File: src/rtl/av_operand_feeder.sv
// rtl/av_operand_feeder.sv - per-token A-column / V-row fetch and A*V multiplier sequencing
module av_operand_feeder #(
  parameter int A_ROWS     = 8,
  parameter int V_COLS     = 32,
  parameter int NUM_TOKENS = 8,
  parameter int WIDTH      = 16,
  parameter int ADDR_W     = 8
) (
  input  logic                      clk_i,
  input  logic                      rst_i,
  input  logic                      start_i,
  input  logic [2*NUM_TOKENS-1:0]   token_prec_i,
  output logic                      busy_o,
  output logic                      done_o,
  output logic                      a_rd_en_o,
  output logic [ADDR_W-1:0]         a_rd_addr_o,
  input  logic [WIDTH-1:0]          a_rd_data_i,
  output logic                      v_rd_en_o,
  output logic [ADDR_W-1:0]         v_rd_addr_o,
  input  logic [WIDTH-1:0]          v_rd_data_i,
  output logic                      mul_start_o,
  output logic [1:0]                mul_precision_sel_o,
  output logic [WIDTH*A_ROWS-1:0]   mul_a_col_o,
  output logic [WIDTH*V_COLS-1:0]   mul_v_row_o,
  input  logic                      mul_done_i
);
  localparam int IDX_W = $clog2(V_COLS + 1);
  localparam int K_W   = (NUM_TOKENS > 1) ? $clog2(NUM_TOKENS) : 1;

  typedef enum logic [2:0] {
    S_IDLE, S_FETCH, S_DRAIN, S_ISSUE, S_WAIT, S_DONE
  } state_t;

  state_t           state_q, state_d;
  logic [IDX_W-1:0] idx_q, idx_d;
  logic [K_W-1:0]   k_q, k_d;
  logic [1:0]       prec_q;
  logic [1:0]       prec_raw;
  logic [WIDTH-1:0] a_col_q [A_ROWS];
  logic [WIDTH-1:0] v_row_q [V_COLS];
  logic             cap_en;
  logic [IDX_W-1:0] cap_idx;

  assign prec_raw = token_prec_i[2*k_q +: 2];
  // BRAM data lags its read by one cycle, so it lands in slice idx-1; DRAIN catches the last one.
  assign cap_en   = ((state_q == S_FETCH) && (idx_q != '0)) || (state_q == S_DRAIN);
  assign cap_idx  = idx_q - IDX_W'(1);

  always_comb begin
    state_d     = state_q;
    idx_d       = idx_q;
    k_d         = k_q;
    busy_o      = (state_q != S_IDLE);
    done_o      = 1'b0;
    a_rd_en_o   = 1'b0;
    a_rd_addr_o = '0;
    v_rd_en_o   = 1'b0;
    v_rd_addr_o = '0;
    mul_start_o = 1'b0;
    case (state_q)
      S_IDLE: begin
        if (start_i) begin
          state_d = S_FETCH;
          idx_d   = '0;
          k_d     = '0;
        end
      end
      S_FETCH: begin
        v_rd_en_o   = 1'b1;
        v_rd_addr_o = ADDR_W'(k_q) * ADDR_W'(V_COLS) + ADDR_W'(idx_q);
        if (idx_q < IDX_W'(A_ROWS)) begin
          a_rd_en_o   = 1'b1;
          a_rd_addr_o = ADDR_W'(idx_q) * ADDR_W'(NUM_TOKENS) + ADDR_W'(k_q);
        end
        idx_d = idx_q + IDX_W'(1);
        if (idx_q == IDX_W'(V_COLS - 1)) state_d = S_DRAIN;
      end
      S_DRAIN: state_d = S_ISSUE;
      S_ISSUE: begin
        mul_start_o = 1'b1;
        state_d     = S_WAIT;
      end
      S_WAIT: begin
        if (mul_done_i) begin
          if (k_q == K_W'(NUM_TOKENS - 1)) begin
            state_d = S_DONE;
          end else begin
            k_d     = k_q + K_W'(1);
            idx_d   = '0;
            state_d = S_FETCH;
          end
        end
      end
      S_DONE: begin
        done_o  = 1'b1;
        state_d = S_IDLE;
      end
      default: state_d = S_IDLE;
    endcase
  end

  always_ff @(posedge clk_i) begin
    if (rst_i) begin
      state_q <= S_IDLE;
      idx_q   <= '0;
      k_q     <= '0;
      prec_q  <= 2'b00;
      for (int r = 0; r < A_ROWS; r++) a_col_q[r] <= '0;
      for (int c = 0; c < V_COLS; c++) v_row_q[c] <= '0;
    end else begin
      state_q <= state_d;
      idx_q   <= idx_d;
      k_q     <= k_d;
      // The multiplier has no path for code 11, so it runs as FP16.
      if (state_q == S_ISSUE) prec_q <= (prec_raw == 2'b11) ? 2'b10 : prec_raw;
      for (int r = 0; r < A_ROWS; r++)
        if (cap_en && (cap_idx == IDX_W'(r))) a_col_q[r] <= a_rd_data_i;
      for (int c = 0; c < V_COLS; c++)
        if (cap_en && (cap_idx == IDX_W'(c))) v_row_q[c] <= v_rd_data_i;
    end
  end

  assign mul_precision_sel_o = prec_q;

  for (genvar r = 0; r < A_ROWS; r++) begin : g_a_col
    assign mul_a_col_o[r*WIDTH +: WIDTH] = a_col_q[r];
  end
  for (genvar c = 0; c < V_COLS; c++) begin : g_v_row
    assign mul_v_row_o[c*WIDTH +: WIDTH] = v_row_q[c];
  end

endmodule

File: config.mk
export PLATFORM = sky130hd
export DESIGN_NAME = av_operand_feeder
export DESIGN_NICKNAME = d
export VERILOG_FILES = /design/src/rtl/av_operand_feeder.sv
export SDC_FILE = /design/constraint.sdc
export NUM_CORES = 1
export LEC_CHECK = 0
export ABC_AREA = 1
export ABC_CLOCK_PERIOD_IN_PS = 2900
export CORE_AREA = 2 2 277 279
export DETAILED_ROUTE_END_ITERATION = 8
export DIE_AREA = 0 0 279 281
export GPL_ROUTABILITY_DRIVEN = 0
export PLACE_DENSITY = 0.64
export SETUP_SLACK_MARGIN = 0.02
export SLEW_MARGIN = 5
export SYNTH_ARGS = -nofsm -noshare
export SYNTH_HDL_FRONTEND = slang
export SYNTH_SLANG_ARGS = --single-unit
File: constraint.sdc
create_clock -name clk_i -period 2.9 [get_ports clk_i]
set_input_delay 0.435 -clock clk_i [delete_from_list [all_inputs] [get_ports clk_i]]
set_output_delay 0.435 -clock clk_i [all_outputs]
set_load 0.1 [all_outputs]
==> flow_summary.yaml <==
pwr:
  p_per_area_nw_per_um2: 760
  p_leak_uw: 0.0133
  ir_drop_mv: 0.438
min_path:
  min_to: "mul_precision_sel_o[0]"
  hp-class: "reg -> reg"
  min_from: "mul_precision_sel_o[0]"
  whs_path_depth: 2
layout:
  drive_above_1_share: 0.434
  final_nets: 2301
  utilization: 0.437
  area_delta_synth_final_pct: 41.3
  layoutNonFillerInstCount: 3276
sta:
  final-setup-viol-count: 0
  hold_viol: 0
  hold_slack_ps: 465
  rsz0062_at_grt: "no"
  finalWorstSetupSlack_ps: 201
  clock_skew_ps: 20.2
  period_needed_ps: 2700
  slew_viol_final: 0
  max_clock_freq_ghz: 0.371
  tightest_slew_ps: 788
  finalSetupTns_ps: 0
  post-route-period-util: 0.931
  timing.slew.headroom: 0.474
synthesis:
  synth_top_area_share: 0.824
  ys_seq_elements: 654
  syn_avg_cell_area_um2: 16.2
  synth_compound_area_frac: 0.00558
  ys_seq_area_frac: 0.836
  synth_edf_count: 640
  synth_top_family_by_area: "simple AND/OR/NAND/NOR gates"
  synthMuxAreaShare: 0
  yosysWarnings: 0
  synth-adder-area-share: 0.00483
  synth_common_cells: "640 x edfxtp_1, 341 x nor2_1, 125 x nand2_1"
  synth-main-ff-cell: "edfxtp_1"
  syn-cell-area_um2: 23300
  asyncSetResetFlopFracSynth: 0
  synth_top_cell_by_area: "edfxtp_1"
  synthCells: 1441
  yosysMostFrequentCell: "edfxtp_1"
  ys_top_cells_by_area: "edfxtp_1 82%, nor2_1 5.5%, nor2_2 2.5%, nand2_1 2.0%, dfxtp_1 1.2%"
  synth_xor_area_frac: 0.00113
  ys_types: 35
  synth-simple-area-share: 0.124
clock_tree:
  clkLatencyLatePin_ps: 620
  holdBufCountCts: 0
  cts_setup_buffers: 0
  cts_tree: "done"
  cts_buffers: 72
  path_clk_slew_ps: 60
  cts-root-buf: "clkbuf_16"
  cts_resized: 0
  clockBufferDepth: 3
  h-tree-depth: 3
  clock-sinks: 654
critical_path:
  setup.worst_path.class: "reg -> out"
  slowest_stage: "dfxtp_1"
  r2r_slack_ps: 280
  arrival_ps: 2260
  crit_buf_inv: 3
  crit_top_cell: "nor2_4"
  critPathMaxFanout: 8
  crit_chain: "inv_4 -> nand3_1 -> nor2_4 -> inv_1 -> nor2_4 -> buf_12"
  path_delay_family: "buffers and inverters"
  max_stage_delay_ps: 520
  r2r_cells: 9
  cp_data_required_time_ps: 2470
  path_depth: 6
  end_kind: "primary output"
  r2r_start: "idx_q[0]"
  cp-start-kind: "flip-flop"
  r2r-end: "v_row_q[0][10]"
detailed_routing:
  drt_iter0_drc: 1288
  drtPass1Iterations: 5
  routed_wl_mm: 84.2
  final_antenna_net_count: 0
  met3_length_mm: 5.82
  wl_met2_mm: 45.1
  m1WireLength_mm: 31.2
  top_layer_used: "met4"
  num_vias: 15300
  drc_errors: 0
  viasPerCell: 4.68
  wl_per_cell_um: 25.7
floorplanning:
  die-width_um: 279
  initial_utilization: 0.309
  core_um2: 75400
  rows: 101
  die_area_um2: 78400
  num_io_pins: 715
  die_h_um: 281
grt:
  grt_pass1_wl_mm: 114
  grt_antenna_before_repair: 3
  grt_overflow: 0
  grt_use_total: 0.207
  grt_max_degree: 33
  grt_pass1_vias: 14900
placed_design:
  dp_slack_ps: 263
  dp_hpwl_mm: 60.1
  dp_cells: 3144
  portBuffers: 712
run_status:
  status: "completed"
run:
  drv_cap: 0
registers in the layout (all words and copies together) (netlist names):
name                 flops
v_row_q                512
idx_q                    6
mul_precision_sel_o      2
state_q                  3
k_q                      3
a_col_q                128
stage by stage:
| stage | power (uW) | instance area (um^2) |
|---|---|---|
| final | 25000 | 33000 |
| after global placement | 16100 | 30600 |
| after global routing | 25700 | 33000 |
| after CTS | 25200 | 33000 |
| after floorplan | 14800 | 23400 |
| after detailed placement | 16100 | 30600 |
cell families (layout without fill, tap and decap cells):
family,Yosys count,after routing
AO/OA/AOI/OAI,21,21
XOR/XNOR,3,3
adder cells (fa/ha/maj),9,9
buffers and inverters,132,987
flip-flops,654,654
other,1,3
AND/OR/NAND/NOR,621,621
worst max path at each step:
stage	from	slack (ps)	end
after floorplan	state_q[0]	-660	a_rd_addr_o[0]
after global placement	idx_q[0]	300	a_col_q[0][14]
after detailed placement	idx_q[0]	260	v_row_q[0][10]
after CTS	idx_q[3]	110	a_rd_addr_o[4]
after global routing	idx_q[3]	60	a_rd_addr_o[4]
final	idx_q[3]	200	a_rd_addr_o[4]
layer usage:
metal  GRT usage  vias up
met5           0        -
met1       0.244     7872
li1            -     6620
met4      0.0664        0
met3      0.0446      107
met2       0.376      737
where the power goes:
group	internal, uW	switching [uW]	total (uW)
combinational	763	4120	4880
sequential	10800	186	11000
clock	5290	3860	9160
total	16900	8170	25000
area by class of cell:
cell class	instances	area [um^2]
inverters	67	262
diodes	1	2.50
clock inverters	44	482
repair buffers	789	6310
well taps	978	1220
clock buffers	87	1870
multi-input cells	656	3320
fillers	6699	42500
flip-flops and latches	654	19500
layout by cell type (no fill, tap or decap), types with 16 or more instances in the layout:
| cell type | Yosys | routed |
|---|---|---|
| buf_12 | 1 | 21 |
| buf_4 | 4 | 717 |
| clkbuf_16 | 0 | 72 |
| clkdlybuf4s50_1 | 0 | 51 |
| edfxtp_1 | 640 | 640 |
| inv_1 | 57 | 56 |
| nand2_1 | 125 | 107 |
| nand3_1 | 33 | 33 |
| nand3_4 | 16 | 16 |
| nor2_1 | 341 | 334 |
| nor2_2 | 93 | 93 |
tightest hold or removal path: stages (launching register included):
cell	delay, ps
dfxtp_1	300
nand2_1	60
a21oi_1	50
Note: power is estimated with default switching activity, not from simulation.
